<file path="src/rtl/t02_bridge_pkg.sv">
// rtl/t02_bridge_pkg.sv - shared types and constants for the t02 core-to-Wishbone bridge
package t02_bridge_pkg;

    typedef enum logic [1:0] {
        IDLE = 2'd0,
        REQ  = 2'd1,
        DONE = 2'd2
    } state_t;

    localparam int          DEFAULT_TIMEOUT_CYCLES = 16;
    localparam logic [31:0] ERR_PATTERN            = 32'hDEAD_BEEF;
    localparam logic [3:0]  WB_SEL_ALL             = 4'hF;

endpackage

</file>
<file path="src/rtl/t02_bridge_timer.sv">
// rtl/t02_bridge_timer.sv - 8-bit clear/enable counter that flags the last allowed cycle
module t02_bridge_timer #(
    parameter int LIMIT = 16
) (
    input  logic clk,
    input  logic rst,
    input  logic clear,
    input  logic enable,
    output logic expire
);

    localparam logic [7:0] LAST = 8'(LIMIT - 1);

    logic [7:0] count_q;

    // expire is combinational so the owner can act on the same edge that ends cycle LIMIT
    assign expire = enable && (count_q == LAST);

    always_ff @(posedge clk) begin
        if (rst || clear) begin
            count_q <= 8'd0;
        end else if (enable && !expire) begin
            count_q <= count_q + 8'd1;
        end
    end

endmodule

</file>
<file path="src/rtl/t02_bus_bridge.sv">
// rtl/t02_bus_bridge.sv - single-outstanding core to Wishbone classic bridge; optional timeout via T02_BRIDGE_TIMEOUT_EN
module t02_bus_bridge
    import t02_bridge_pkg::*;
#(
    parameter int TIMEOUT_CYCLES = DEFAULT_TIMEOUT_CYCLES
) (
    input  logic        clk,
    input  logic        rst,
    input  logic        ren_i,
    input  logic        wen_i,
    input  logic [31:0] addr_i,
    input  logic [31:0] wdata_i,
    output logic [31:0] rdata_o,
    output logic        busy_o,
    output logic        err_o,
    output logic        wb_cyc_o,
    output logic        wb_stb_o,
    output logic        wb_we_o,
    output logic [31:0] wb_adr_o,
    output logic [31:0] wb_dat_o,
    output logic [3:0]  wb_sel_o,
    input  logic [31:0] wb_dat_i,
    input  logic        wb_ack_i
);

    state_t state_q, state_d;
    logic   req;
    logic   timeout_hit;

    assign req      = ren_i | wen_i;
    assign wb_sel_o = WB_SEL_ALL;

`ifdef T02_BRIDGE_TIMEOUT_EN
    logic err_q;

    t02_bridge_timer #(
        .LIMIT (TIMEOUT_CYCLES)
    ) u_timer (
        .clk    (clk),
        .rst    (rst),
        .clear  (state_q != REQ),
        .enable (state_q == REQ),
        .expire (timeout_hit)
    );

    // an ack on the expiry edge completes normally, so err only sets without ack
    always_ff @(posedge clk) begin
        if (rst) begin
            err_q <= 1'b0;
        end else if (state_q == IDLE && req) begin
            err_q <= 1'b0;
        end else if (state_q == REQ && !wb_ack_i && timeout_hit) begin
            err_q <= 1'b1;
        end
    end

    assign err_o = err_q;
`else
    logic unused_cfg;

    assign unused_cfg  = (TIMEOUT_CYCLES != 0);
    assign timeout_hit = 1'b0;
    assign err_o       = 1'b0;
`endif

    always_ff @(posedge clk) begin
        if (rst) begin
            state_q <= IDLE;
        end else begin
            state_q <= state_d;
        end
    end

    always_comb begin
        state_d = state_q;
        busy_o  = 1'b0;
        case (state_q)
            IDLE: begin
                busy_o = req;
                if (req) begin
                    state_d = REQ;
                end
            end
            REQ: begin
                busy_o = 1'b1;
                if (wb_ack_i || timeout_hit) begin
                    state_d = DONE;
                end
            end
            DONE:    state_d = IDLE;
            default: state_d = IDLE;
        endcase
    end

    always_ff @(posedge clk) begin
        if (rst) begin
            wb_cyc_o <= 1'b0;
            wb_stb_o <= 1'b0;
            wb_we_o  <= 1'b0;
            wb_adr_o <= 32'd0;
            wb_dat_o <= 32'd0;
            rdata_o  <= 32'd0;
        end else begin
            case (state_q)
                IDLE: begin
                    if (req) begin
                        wb_adr_o <= addr_i;
                        wb_dat_o <= wdata_i;
                        wb_we_o  <= wen_i;
                        wb_cyc_o <= 1'b1;
                        wb_stb_o <= 1'b1;
                    end
                end
                REQ: begin
                    if (wb_ack_i) begin
                        wb_cyc_o <= 1'b0;
                        wb_stb_o <= 1'b0;
                        if (!wb_we_o) begin
                            rdata_o <= wb_dat_i;
                        end
                    end else if (timeout_hit) begin
                        wb_cyc_o <= 1'b0;
                        wb_stb_o <= 1'b0;
                        if (!wb_we_o) begin
                            rdata_o <= ERR_PATTERN;
                        end
                    end
                end
                default: ;
            endcase
        end
    end

endmodule

</file>
<file path="config.mk">
export PLATFORM = sky130hd
export DESIGN_NAME = t02_bus_bridge
export DESIGN_NICKNAME = d
export VERILOG_FILES = /design/src/rtl/t02_bridge_pkg.sv /design/src/rtl/t02_bridge_timer.sv /design/src/rtl/t02_bus_bridge.sv
export SDC_FILE = /design/constraint.sdc
export NUM_CORES = 1
export LEC_CHECK = 0
export ABC_AREA = 0
export BUFFER_PORTS_ARGS = -buffer_cell sky130_fd_sc_hd__buf_4
export CAP_MARGIN = 20
export CORE_MARGIN = 3
export CORE_UTILIZATION = 50
export DETAILED_ROUTE_END_ITERATION = 7
export GPL_TIMING_DRIVEN = 0
export PLACE_DENSITY = 0.95
export SYNTH_ARGS = -nofsm -noshare
export SYNTH_HDL_FRONTEND = slang
export SYNTH_SLANG_ARGS = --single-unit
</file>
<file path="constraint.sdc">
create_clock -name clk -period 2.86 [get_ports clk]
set_clock_uncertainty 0.1 [all_clocks]
set_input_delay 0.429 -clock clk [delete_from_list [all_inputs] [get_ports clk]]
set_output_delay 0.429 -clock clk [all_outputs]
set_load 0.005 [all_outputs]
</file>
Word-level counts from Yosys, hierarchy flattened --
Index checks and enable logic that the tools add are counted.
Operators by class: reduce and logical (&&, ||, !) cells 6, equal/unequal tests 3, multiplexer cells 7, bitwise gates (word level) 2
Operator list (count):
- $reduce_and A3 Y1 | 2
- $mux W2 | 2
- $ne A2 B2 Y1 const B | 2
- $pmux W1 S2 | 2
- $pmux W2 S2 | 1
- $reduce_and A2 Y1 | 2
- $eq A2 B1 Y1 const B | 1
- $logic_not A2 Y1 | 1
- $mux W1 | 2
- $reduce_bool A2 Y1 | 1
- $not A1 Y1 | 1
- $or A1 B1 Y1 | 1
Word-level totals: output and inout port bits 105, bits of input ports 101, flip-flop bits (word level) 100, word-level logic and storage cells 24

Depth between registers and ports, before layout --
Gate-level depths: netlist of the first run.
word-level depth 3, mapped depth 5, gate-level depth less buffers 3

Worst setup path after synthesis of the first run --
Ideal clock, no wire load.
kind input to register, start point in rst, end point reg state_q[1], stages 4, path slack 1.544 ns, data arrival time 1.093 ns, cell sequence buf_2 buf_2 buf_2 nor2_1
RTL lines:
- start, declared | RTL line t02_bus_bridge.sv:8 | input logic rst,
- end signal, assigned | RTL line t02_bus_bridge.sv:70 | state_q <= state_d;
- end, declared | RTL line t02_bus_bridge.sv:26 | state_t state_q, state_d;
No word-level cell between the ends.

Worst setup path after layout of the first run --
start point reg state_q[0], end point out busy_o
On the way: cells in the longest elaborated chain, start to end 2, elaborated cells on any way between the ends 3, those cells by class eq/ne (1); mux (1); reduce/logical (1)
RTL lines:
- $eq A2 B1 Y1 or $logic_not A2 Y1 (tied branches) | RTL line t02_bus_bridge.sv:77 | case (state_q)
- $pmux W1 S2 * | RTL line t02_bus_bridge.sv:77
- end, declared | RTL line t02_bus_bridge.sv:14 | output logic busy_o,
Mark *: on every way between the ends. The rest lies on a longest branch, timed or not.

==> results by group, run 1 <==
Status
  • Outcome: finished clean

Place
  • Placed cell areas: 0.006138 mm^2
  • DP Worst Slack: 1.321 ns
  • Detail Placement HPWL: 9079 um
  • Final estimated routing congestion in global placement: 0.8405
  • Port Buffers: 199
  • Placed cells: 752

Global route
  • Initial antenna violation count: 0
  • Tot GR Track Use: 22.17%
  • First-pass GRT wire length: 18200 um
  • Number of global-route vias before repair: 3878
  • Global route overflow: 0
  • Largest net degree at the start of global routing: 17

Route
  • First-iteration detailed-routing DRC count: 52
  • Final antenna-violating net count: 0
  • Via Count: 3700
  • Pre-antenna DRT Iters: 4
  • Detailed Route WL: 11420 um
  • Routed length per instance: 14.89 um
  • # DRC: 0
  • Via density: 4.824

Setup path
  • Chain of cells forming the critical path: nor3_1 -> nor2_1 -> buf_4
  • Crit path kind: flip-flop to output pin
  • CP max FO: 6
  • Critical-path top delay cell: dfxtp_1
  • Worst setup SP type: flip-flop
  • Worst Setup End Kind: output pin
  • Critical Path RT: 2.33 ns
  • Crit path DAT: 1.11 ns
  • Crit-path max cell delay: 0.38 ns

Logic synthesis
  • Top cells by area, synth: dfxtp_1, nand2b_1, mux2i_1
  • Synth async-reset ratio: 0%
  • Share of the synthesized area in the top cell type: 44.47%
  • Sequential area share after synthesis: 44.47%
  • Unique cell type count in the Yosys netlist: 23
  • #FFs+latches synth: 100
  • Commonest cells post-synth: nand2b_1, dfxtp_1, mux2i_1, nand2_1
  • Most frequent cell after synthesis: nand2b_1
  • Synth warnings: 0
  • Number of synthesized flops with an enable pin: 0
  • Synth area leader: dfxtp_1
  • Cells after Synth: 445
  • Synthesized area: 0.004502 mm^2
  • Synth Area per Inst: 10.12 um^2
  • Commonest register cell after synthesis: dfxtp_1

Timing
  • Hold Slack: 0.2132 ns
  • Final Cycle Share: 57.29%
  • Setup TNS: 0 ns
  • Final Worst Setup Slack: 1.221 ns
  • Final min period: 1.639 ns
  • RSZ-0062 raised after global routing: no
  • Final setup fails: 0
  • Count of final max-slew check failures: 0
  • Achievable frequency: 0.6103 GHz
  • Final hold violations: 0

Floorplan
  • IO Count: 206
  • Die footprint: 0.01018 mm^2
  • Core Area: 0.008464 mm^2
  • FP Rows: 33
  • Initial Util: 53.19%
  • Die Ht: 100.9 um
  • Die Width: 100.9 um

Layout
  • Layout Cells excl Fill: 767
  • Area Growth Syn to Fin: 40.24%
  • Non-Filler Cell Area, Final: 0.006314 mm^2
  • ANT cells: 0
  • Share of layout cells above drive strength 1: 45.77%
  • Fin nets: 759
  • Fillers: 590

CTS
  • Setup Fix Bufs, Post-CTS: 0
  • Htree depth: 3
  • CTS tree: done
  • Clock sinks: 100
  • CTS clk-pin slew, worst paths: 0.10 ns
  • Clock Latency Late Sink: 0.33 ns
  • Root buffer cell: clkbuf_8
  • # hold bufs at CTS: 0
  • CTS max path bufs: 2
  • CTS Buf Count: 9
  • Post-CTS sizing: 0

Power
  • Power per cell area: 489.4 mW/mm^2
  • Maximum vdd drop: 0.2911 mV
  • Leak: 2.865 nW

Job
  • Max cap viols: 0

Min path
  • Hold WC Path Type: input pin to flip-flop
cell type report:
type / count / area, um^2 / share of cell area (%)
multi-input cells: 309 / 2160 / 34.21
flip-flops and latches: 100 / 2002 / 31.71
repair buffers: 199 / 1494 / 23.66
plain buffers: 39 / 351.6 / 5.569
clock buffers: 11 / 141.4 / 2.239
well taps: 105 / 131.4 / 2.081
clock inverters: 4 / 33.78 / 0.5351
kinds of logic (layout without fill, tap and decap cells):
logic type             Yosys count  count (layout)  share of synthesized area [%]
AO/OA/AOI/OAI                   38              38                          7.059
buffers and inverters           39             253                          7.810
flip-flops                     100             100                          44.47
multiplexers                    64              64                          14.23
other                            2               5                         0.1668
AND/OR/NAND/NOR                202             202                          26.26
registers in the layout, indices dropped and copies added (netlist names):
signal	cells
rdata_o	32
state_q	2
wb_adr_o	32
wb_dat_o	32
wb_stb_o	1
wb_we_o	1
cells in the final DEF (no fill, tap or decap):
master and instances:
o21ai_0 1, nand2_1 36, nand2b_1 128, clkinv_4 1
nor2_2 1, buf_12 10, buf_2 10, and4bb_1 1
conb_1 5, or3b_1 1, nand4bb_1 1, nand3b_1 1
o21a_4 1, clkinvlp_4 1, mux2i_1 64, clkbuf_8 10
nand2_2 30, buf_4 205, a21oi_1 5, nor2_1 2
nor3_1 1, buf_6 1, dfxtp_1 100, a21bo_2 1
a21oi_2 30, clkbuf_1 13, inv_6 2
path summary, 6_finish.rpt:
check	slack (ns)	endpoint	startpoint	depth (start not counted)
worst min register to register	0.36	rdata_o[13]	rdata_o[13]	2
worst max register to register	1.43	wb_dat_o[3]	state_q[1]	5
worst max-delay path	1.22	busy_o	state_q[0]	3
worst min-delay path	0.21	rdata_o[25]	wb_dat_i[25]	3
routing by layer:
| layer | GRT usage, % | routed length [um] | up-vias |
|---|---|---|---|
| met5 | 0 | 0 | - |
| met4 | 6.632 | 197 | 0 |
| met3 | 6.090 | 1039 | 20 |
| met2 | 39.59 | 5669 | 151 |
| met1 | 25.66 | 4517 | 1689 |
| li1 | - | - | 1840 |
metrics by stage:
stage	util (%)	power, mW
floorplan	-	1.952
CTS	74.59	3.113
detailed placement	72.52	2.304
global placement	72.52	2.276
finish	74.59	3.090
global route	74.59	3.239
report_power, final:
part | switching, mW | total [mW] | internal, mW
clock | 0.479 | 0.823 | 0.345
sequential | 0.0652 | 1.56 | 1.50
combinational | 0.281 | 0.702 | 0.421
critical path, delay by kind of cell (launching register included):
family                 cells  cell delay, ns
buffers and inverters      1            0.14
flip-flops                 1            0.38
AND/OR/NAND/NOR            2            0.26
(Power assumes the default switching activity.)
==> run 2, diff against run 1 <==
Settings changed: CORE_UTILIZATION 50 to 42, PLACE_DENSITY 0.95 to 0.87.
Clock period 2.86 ns to 1.4 ns, I/O delays scaled along.
==> run 2 against run 1 <==
  * First-iteration DRC count grew 130%
  * Power grew 120%
  * Combinational power grew 130%
  * Flip-flop and latch count is the same
  * Die area grew 18%
  * Register-to-register slack lost 1.4 ns
  * Clock-buffer cell count shrank 1
  * Cell area grew 10%
  * Utilization shrank 7.5 points
  * Clock power grew 130%
  * Worst hold slack lost 0.19 ns
  * Setup slack lost 1.2 ns
  * Largest cell class is now non-clock buffers
==> results by group, run 2 (same netlist as run 1, synthesis figures left out) <==
Floorplan
  • Die footprint: 0.01200 mm^2 (+18%)
  • IO Count: 206 (unchanged)
  • Core Area: 0.01037 mm^2 (+23%)
  • Die Width: 109.5 um (+8.6%)
  • FP Rows: 37 (+12%)
  • Die Ht: 109.5 um (+8.6%)
  • Initial Util: 43.41% (-9.8 points)

Layout
  • Sequential standard cell area: 0.002009 mm^2 (+0.38%)
  • Multi-input logic area: 0.002187 mm^2 (+1.3%)
  • Most common cell after layout, fill and taps aside: buf_4
  • Fin nets: 809 (+6.6%)
  • Layout Cells excl Fill: 848 (+11%)
  • Largest registers: rdata_o: 32 flops, wb_adr_o: 32 flops, wb_dat_o: 32 flops
  • Share of layout cells above drive strength 1: 44.80% (-0.97 points)
  • Fillers: 788 (+34%)
  • ANT cells: 0 (unchanged)
  • Most frequent cells in the layout: buf_4, nand2b_1, dfxtp_1, mux2i_1, dlygate4sd3_1
  • Area Growth Syn to Fin: 54.53%

Global route
  • Global route overflow: 0 (unchanged)
  • Tot GR Track Use: 20.66% (-1.5 points)
  • Initial antenna violation count: 0 (unchanged)
  • Number of global-route vias before repair: 4086 (+5.4%)
  • First-pass GRT wire length: 19680 um (+8.2%)
  • Largest net degree at the start of global routing: 17 (unchanged)

Power
  • Switching pwr: 1.775 mW (+120%)
  • Leak: 3.138 nW (+9.5%)
  • P_int: 4.939 mW (+120%)
  • Flop pwr share: 47.7% (-2.9 points)
  • Maximum vdd drop: 0.7647 mV (+160%)
  • Power per cell area: 965.2 mW/mm^2 (+97%)
  • Comb pwr share: 24.3% (+1.6 points)
  • Clock share of power: 28.0% (+1.4 points)
  • Net Sw Frac: 26.44% (-0.26 points)

Setup path
  • CP max FO: 7 (+1)
  • Crit path DAT: 1.58 ns (+0.47 ns)
  • Worst setup SP type: flip-flop
  • Worst Setup End Kind: flip-flop
  • Critical Path RT: 1.59 ns (-0.74 ns)
  • Crit path kind: flip-flop to flip-flop

Status
  • Outcome: finished clean

CTS
  • CTS tree: done
  • CTS max path bufs: 2 (unchanged)
  • CTS Buf Count: 9 (unchanged)
  • Clock Latency Late Sink: 0.35 ns (+0.02 ns)
  • CTS clk-pin slew, worst paths: 0.10 ns (about the same)
  • Clock sinks: 100 (unchanged)
  • Htree depth: 3 (unchanged)
  • Root buffer cell: clkbuf_8

Route
  • Detailed Route WL: 13270 um (+16%)
  • Via Count: 4005 (+8.2%)
  • Final antenna-violating net count: 0 (unchanged)
  • Pre-antenna DRT Iters: 4 (unchanged)
  • # DRC: 0 (unchanged)
  • Via density: 4.723 (-2.1%)
  • Routed length per instance: 15.65 um (+5.1%)
  • First-iteration detailed-routing DRC count: 120 (+130%)

Timing
  • Final min period: 1.397 ns
  • Achievable frequency: 0.7157 GHz
  • Hold Slack: 0.01878 ns (-0.1944 ns)
  • Final hold violations: 0 (unchanged)
  • RSZ-0062 raised after global routing: yes
  • Count of final max-slew check failures: 0 (unchanged)
  • Final setup fails: 0 (unchanged)
  • Final Cycle Share: 99.80%

Min path
  • Hold WC Path Type: input pin to flip-flop

Place
  • Port Buffers: 199 (unchanged)
  • Detail Placement HPWL: 8914 um (-1.8%)
  • Placed cells: 783 (+4.1%)
  • Final estimated routing congestion in global placement: 0.7685 (-8.6%)

Job
  • Max cap viols: 0 (unchanged)
[run 2: cell count changes in the layout (fill, tap and decap cells not counted), moves of 2 or more]
cell,delta
dfxtp_1,-2
dlygate4sd3_1,+40
nand2_4,+2
buf_4,+7
mux2i_1,-2
mux2i_2,+2
buf_2,-3
dfxtp_4,+2
clkbuf_16,+3
nand2_2,-2
buf_6,+3
[run 2: worst paths after layout]
kind | start | to | slack (ns) | cells after the start
min | addr_i[25] | wb_adr_o[25] | 0.02 | 3
max | state_q[0] | rdata_o[18] | 0.003 | 6
min reg2reg | wb_adr_o[24] | wb_adr_o[24] | 0.38 | 2
max reg2reg | state_q[0] | rdata_o[18] | 0.003 | 6
[run 2: per-stage QoR]
stage | utilization, % | total power, mW | TNS [ns] | setup slack [ns] | area, um^2
floorplan | - | 3.987 | 0 | 0.1553 | 4513
finish | 67.08 | 6.714 | 0 | 0.002851 | 6957
detailed placement | 59.57 | 4.705 | -0.03360 | -0.01666 | 6177
CTS | 65.26 | 6.670 | 0 | 0.02199 | 6768
global placement | 59.57 | 4.652 | 0 | 0.06436 | 6177
global route | 67.08 | 7.047 | -0.1798 | -0.02795 | 6957
[run 2: final cells by class]
type                       instances  share of cell area (%)
tap                              136                   2.446
clock buffer                      10                   1.978
buffer                            39                   5.270
clock inverter                     5                  0.8633
multi-input combinational        309                   31.44
sequential                       100                   28.88
timing repair buffer             249                   29.12
[run 2: metal layers]
| metal | global-route usage (%) | wire [um] |
|---|---|---|
| met3 | 6.342 | 1010 |
| met4 | 5.877 | 248 |
| met2 | 38.06 | 6964 |
| met1 | 22.72 | 5045 |
| met5 | 0 | 0 |
[run 2: timing repair]
item,in CTS,in global routing
gates cloned,0,3
setup buffers,1,6
hold endpoints to repair,37,3
resized for setup,5,14
pin swaps,2,5
endpoints found under the setup margin,36,49
hold buffers,37,3
[run 2: power by group through the flow]
stage	clock network, mW	logic [mW]	registers, mW
after global routing	2.06	1.76	3.23
after CTS	1.93	1.54	3.20
after floorplan	0	0.731	3.26
final	1.88	1.63	3.20
after global placement	0	1.40	3.25
after detailed placement	0	1.44	3.26
[run 2: critical path: stages (launching register included)]
cell,delay [ns]
dfxtp_4,0.39
buf_6,0.11
and4bb_1,0.20
buf_6,0.18
clkbuf_16,0.17
nand2_2,0.06
a21oi_2,0.13
==> run 3, diff against run 2 <==
Settings changed: SLEW_MARGIN from default to 20.
Clock period 1.4 ns to 1.2 ns, I/O delays scaled along.
==> run 3 against run 2 <==
  * The flow now finishes with violations (setup timing)
  * Power up 16%
  * Combinational power up 26%
  * Clock-buffer cell count down 1
  * Routed wire length up 3.5%
  * Global-route usage up 1.4 points
  * Flip-flop and latch count unchanged
  * Clock power up 7%
  * Die area unchanged
  * Sequential share of layout area down 1.9 points
  * Register-to-register slack worse by 0.19 ns
  * Non-clock buffer count up 49
  * Critical path depth down 1
  * Largest cell class unchanged
==> results by group, run 3 (same netlist as run 1, synthesis figures left out) <==
Status
  • Outcome: complete, but fails checks
  • Failing checks: setup timing

Setup path
  • R2R depth: 5 (-1)
  • Critical-path top delay cell: dfxtp_4
  • Worst Setup End Kind: flip-flop
  • Worst R2R Start: state_q[1]
  • Worst setup SP type: flip-flop
  • Chain of cells forming the critical path: nor2_4 -> o21a_4 -> buf_12 -> buf_12 -> mux2i_1
  • Worst R2R Setup Slack: -0.19 ns (-0.19 ns)
  • Crit-path max cell delay: 0.38 ns (about the same)
  • Crit path kind: flip-flop to flip-flop
  • Critical Path RT: 1.37 ns (-0.22 ns)
  • Most used cell, CP: buf_12
  • Crit path DAT: 1.55 ns (-0.03 ns)
  • Reg2reg end: wb_dat_o[26]
  • CP max FO: 10 (+3)

CTS
  • Htree depth: 3 (unchanged)
  • CTS clk-pin slew, worst paths: 0.10 ns (about the same)
  • CTS tree: done
  • Clock Latency Late Sink: 0.34 ns (about the same)
  • CTS Buf Count: 9 (unchanged)
  • Root buffer cell: clkbuf_8
  • Clock sinks: 100 (unchanged)
  • CTS max path bufs: 2 (unchanged)

Global route
  • First-pass GRT wire length: 21010 um (+6.8%)
  • Initial antenna violation count: 0 (unchanged)
  • Number of global-route vias before repair: 4470 (+9.4%)
  • Global route overflow: 0 (unchanged)
  • Tot GR Track Use: 22.09% (+1.4 points)
  • Largest net degree at the start of global routing: 19 (+2)

Route
  • Pre-antenna DRT Iters: 4 (unchanged)
  • Final antenna-violating net count: 0 (unchanged)
  • First-iteration detailed-routing DRC count: 144 (+20%)
  • Via Count: 4160 (+3.9%)
  • # DRC: 0 (unchanged)
  • Routed length per instance: 15.29 um (-2.3%)
  • Via density: 4.633 (-1.9%)
  • Detailed Route WL: 13730 um (+3.5%)

Layout
  • Final core utilization: 71.78% (+4.7 points)
  • Most common cell after layout, fill and taps aside: buf_4
  • Non-Filler Cell Area, Final: 0.007443 mm^2 (+7.0%)
  • Most frequent cells in the layout: buf_4, nand2b_1, dfxtp_1, dlygate4sd3_1, mux2i_1
  • Fillers: 693 (-12%)
  • Share of layout cells above drive strength 1: 42.52% (-2.3 points)
  • Multi-input logic area: 0.002205 mm^2 (+0.80%)
  • Largest registers: rdata_o: 32 flops, wb_adr_o: 32 flops, wb_dat_o: 32 flops
  • Fin nets: 858 (+6.1%)
  • Layout Cells excl Fill: 898 (+5.9%)
  • Area Growth Syn to Fin: 65.34%
  • Sequential standard cell area: 0.002011 mm^2 (about the same)
  • ANT cells: 0 (unchanged)

Power
  • Leak: 3.347 nW (+6.7%)
  • Flop pwr share: 47.8% (about the same)
  • Comb pwr share: 26.3% (+2.0 points)
  • P_int: 5.640 mW (+14%)
  • Maximum vdd drop: 0.8571 mV (+12%)
  • Switching pwr: 2.163 mW (+22%)
  • Power per cell area: 1048 mW/mm^2 (+8.6%)
  • Clock share of power: 25.8% (-2.2 points)
  • Net Sw Frac: 27.72% (+1.3 points)

Floorplan
  • IO Count: 206 (unchanged)
  • Die footprint: 0.01200 mm^2 (unchanged)
  • Die Ht: 109.5 um (unchanged)
  • Die Width: 109.5 um (unchanged)
  • Initial Util: 43.41% (unchanged)
  • Core Area: 0.01037 mm^2 (unchanged)
  • FP Rows: 37 (unchanged)

Job
  • Max cap viols: 0 (unchanged)

Place
  • DP Worst Slack: -0.1820 ns (-0.1653 ns)
  • Placed cell areas: 0.006183 mm^2 (+0.10%)
  • Port Buffers: 199 (unchanged)
  • Detail Placement HPWL: 9057 um (+1.6%)
  • Placed cells: 783 (unchanged)
  • Final estimated routing congestion in global placement: 0.7602 (-1.1%)

Timing
  • Final Cycle Share: 115.4% (+16 points)
  • Final setup fails: 97 (+97)
  • RSZ-0062 raised after global routing: yes
  • Achievable frequency: 0.7218 GHz (+0.85%)
  • Count of final max-slew check failures: 0 (unchanged)
  • Setup TNS: -12.81 ns (-12.81 ns)
  • Final Worst Setup Slack: -0.1854 ns (-0.1882 ns)
  • Final hold violations: 0 (unchanged)
  • Final min period: 1.385 ns (-0.01175 ns)

Min path
  • Hold WC Path Type: input pin to flip-flop
  • Hold Crit Depth: 3 (unchanged)
  • Hold path start: wdata_i[3]
  • Hold worst-path end: wb_dat_o[3]
[run 3: repair_timing]
item,CTS,global route
hold endpoints to repair,87,3
hold buffers,87,3
gates resized for setup,7,11
gates cloned,0,3
buffers inserted,2,5
endpoints found under the setup margin,92,98
pin swaps,2,8
[run 3: final cells by class]
cell class	count	share of cell area, %
repair buffers	299	33.94
plain buffers	38	4.723
flip-flops and latches	100	27.01
clock buffers	9	1.664
multi-input cells	309	29.62
clock inverters	7	0.7564
well taps	136	2.286
[run 3: worst max-delay path, delay by kind of cell (launching register included)]
kind / cells / cell delay (ns)
compound gates: 1 / 0.15
buf+inv: 2 / 0.31
simple gates: 1 / 0.14
mux: 1 / 0.21
flops: 1 / 0.38
[run 3: worst max path at each step]
stage / endpoint / slack [ns] / start
5_1_grt: wb_adr_o[2] / -0.23 / state_q[1]
2_1_floorplan: wb_adr_o[0] / -0.004 / state_q[0]
6_report: wb_dat_o[26] / -0.19 / state_q[1]
4_1_cts: wb_dat_o[26] / -0.16 / state_q[0]
3_3_place_gp: rdata_o[1] / -0.12 / state_q[1]
3_5_place_dp: rdata_o[7] / -0.18 / state_q[1]
[run 3: per-stage QoR]
step | hold WS (ns) | total power [mW]
3_5_place_dp | 0.3321 | 5.494
3_3_place_gp | 0.3272 | 5.436
2_1_floorplan | 0.2069 | 4.656
6_report | 0.02262 | 7.803
5_1_grt | 0.0004335 | 8.209
4_1_cts | 0.0002983 | 7.760
[run 3: power groups by stage]
stage	Combinational, mW	Clock [mW]	Sequential, mW
after global routing	2.20	2.24	3.76
final	2.05	2.02	3.73
after global placement	1.65	0	3.79
after CTS	1.94	2.09	3.73
after floorplan	0.855	0	3.80
after detailed placement	1.69	0	3.80
[run 3: routing by layer]
layer / share of wire, % / GRT usage (%)
met1: 37 / 22.80
met2: 51 / 40.32
met3: 8.4 / 7.751
met4: 3.4 / 9.261
met5: 0 / 0
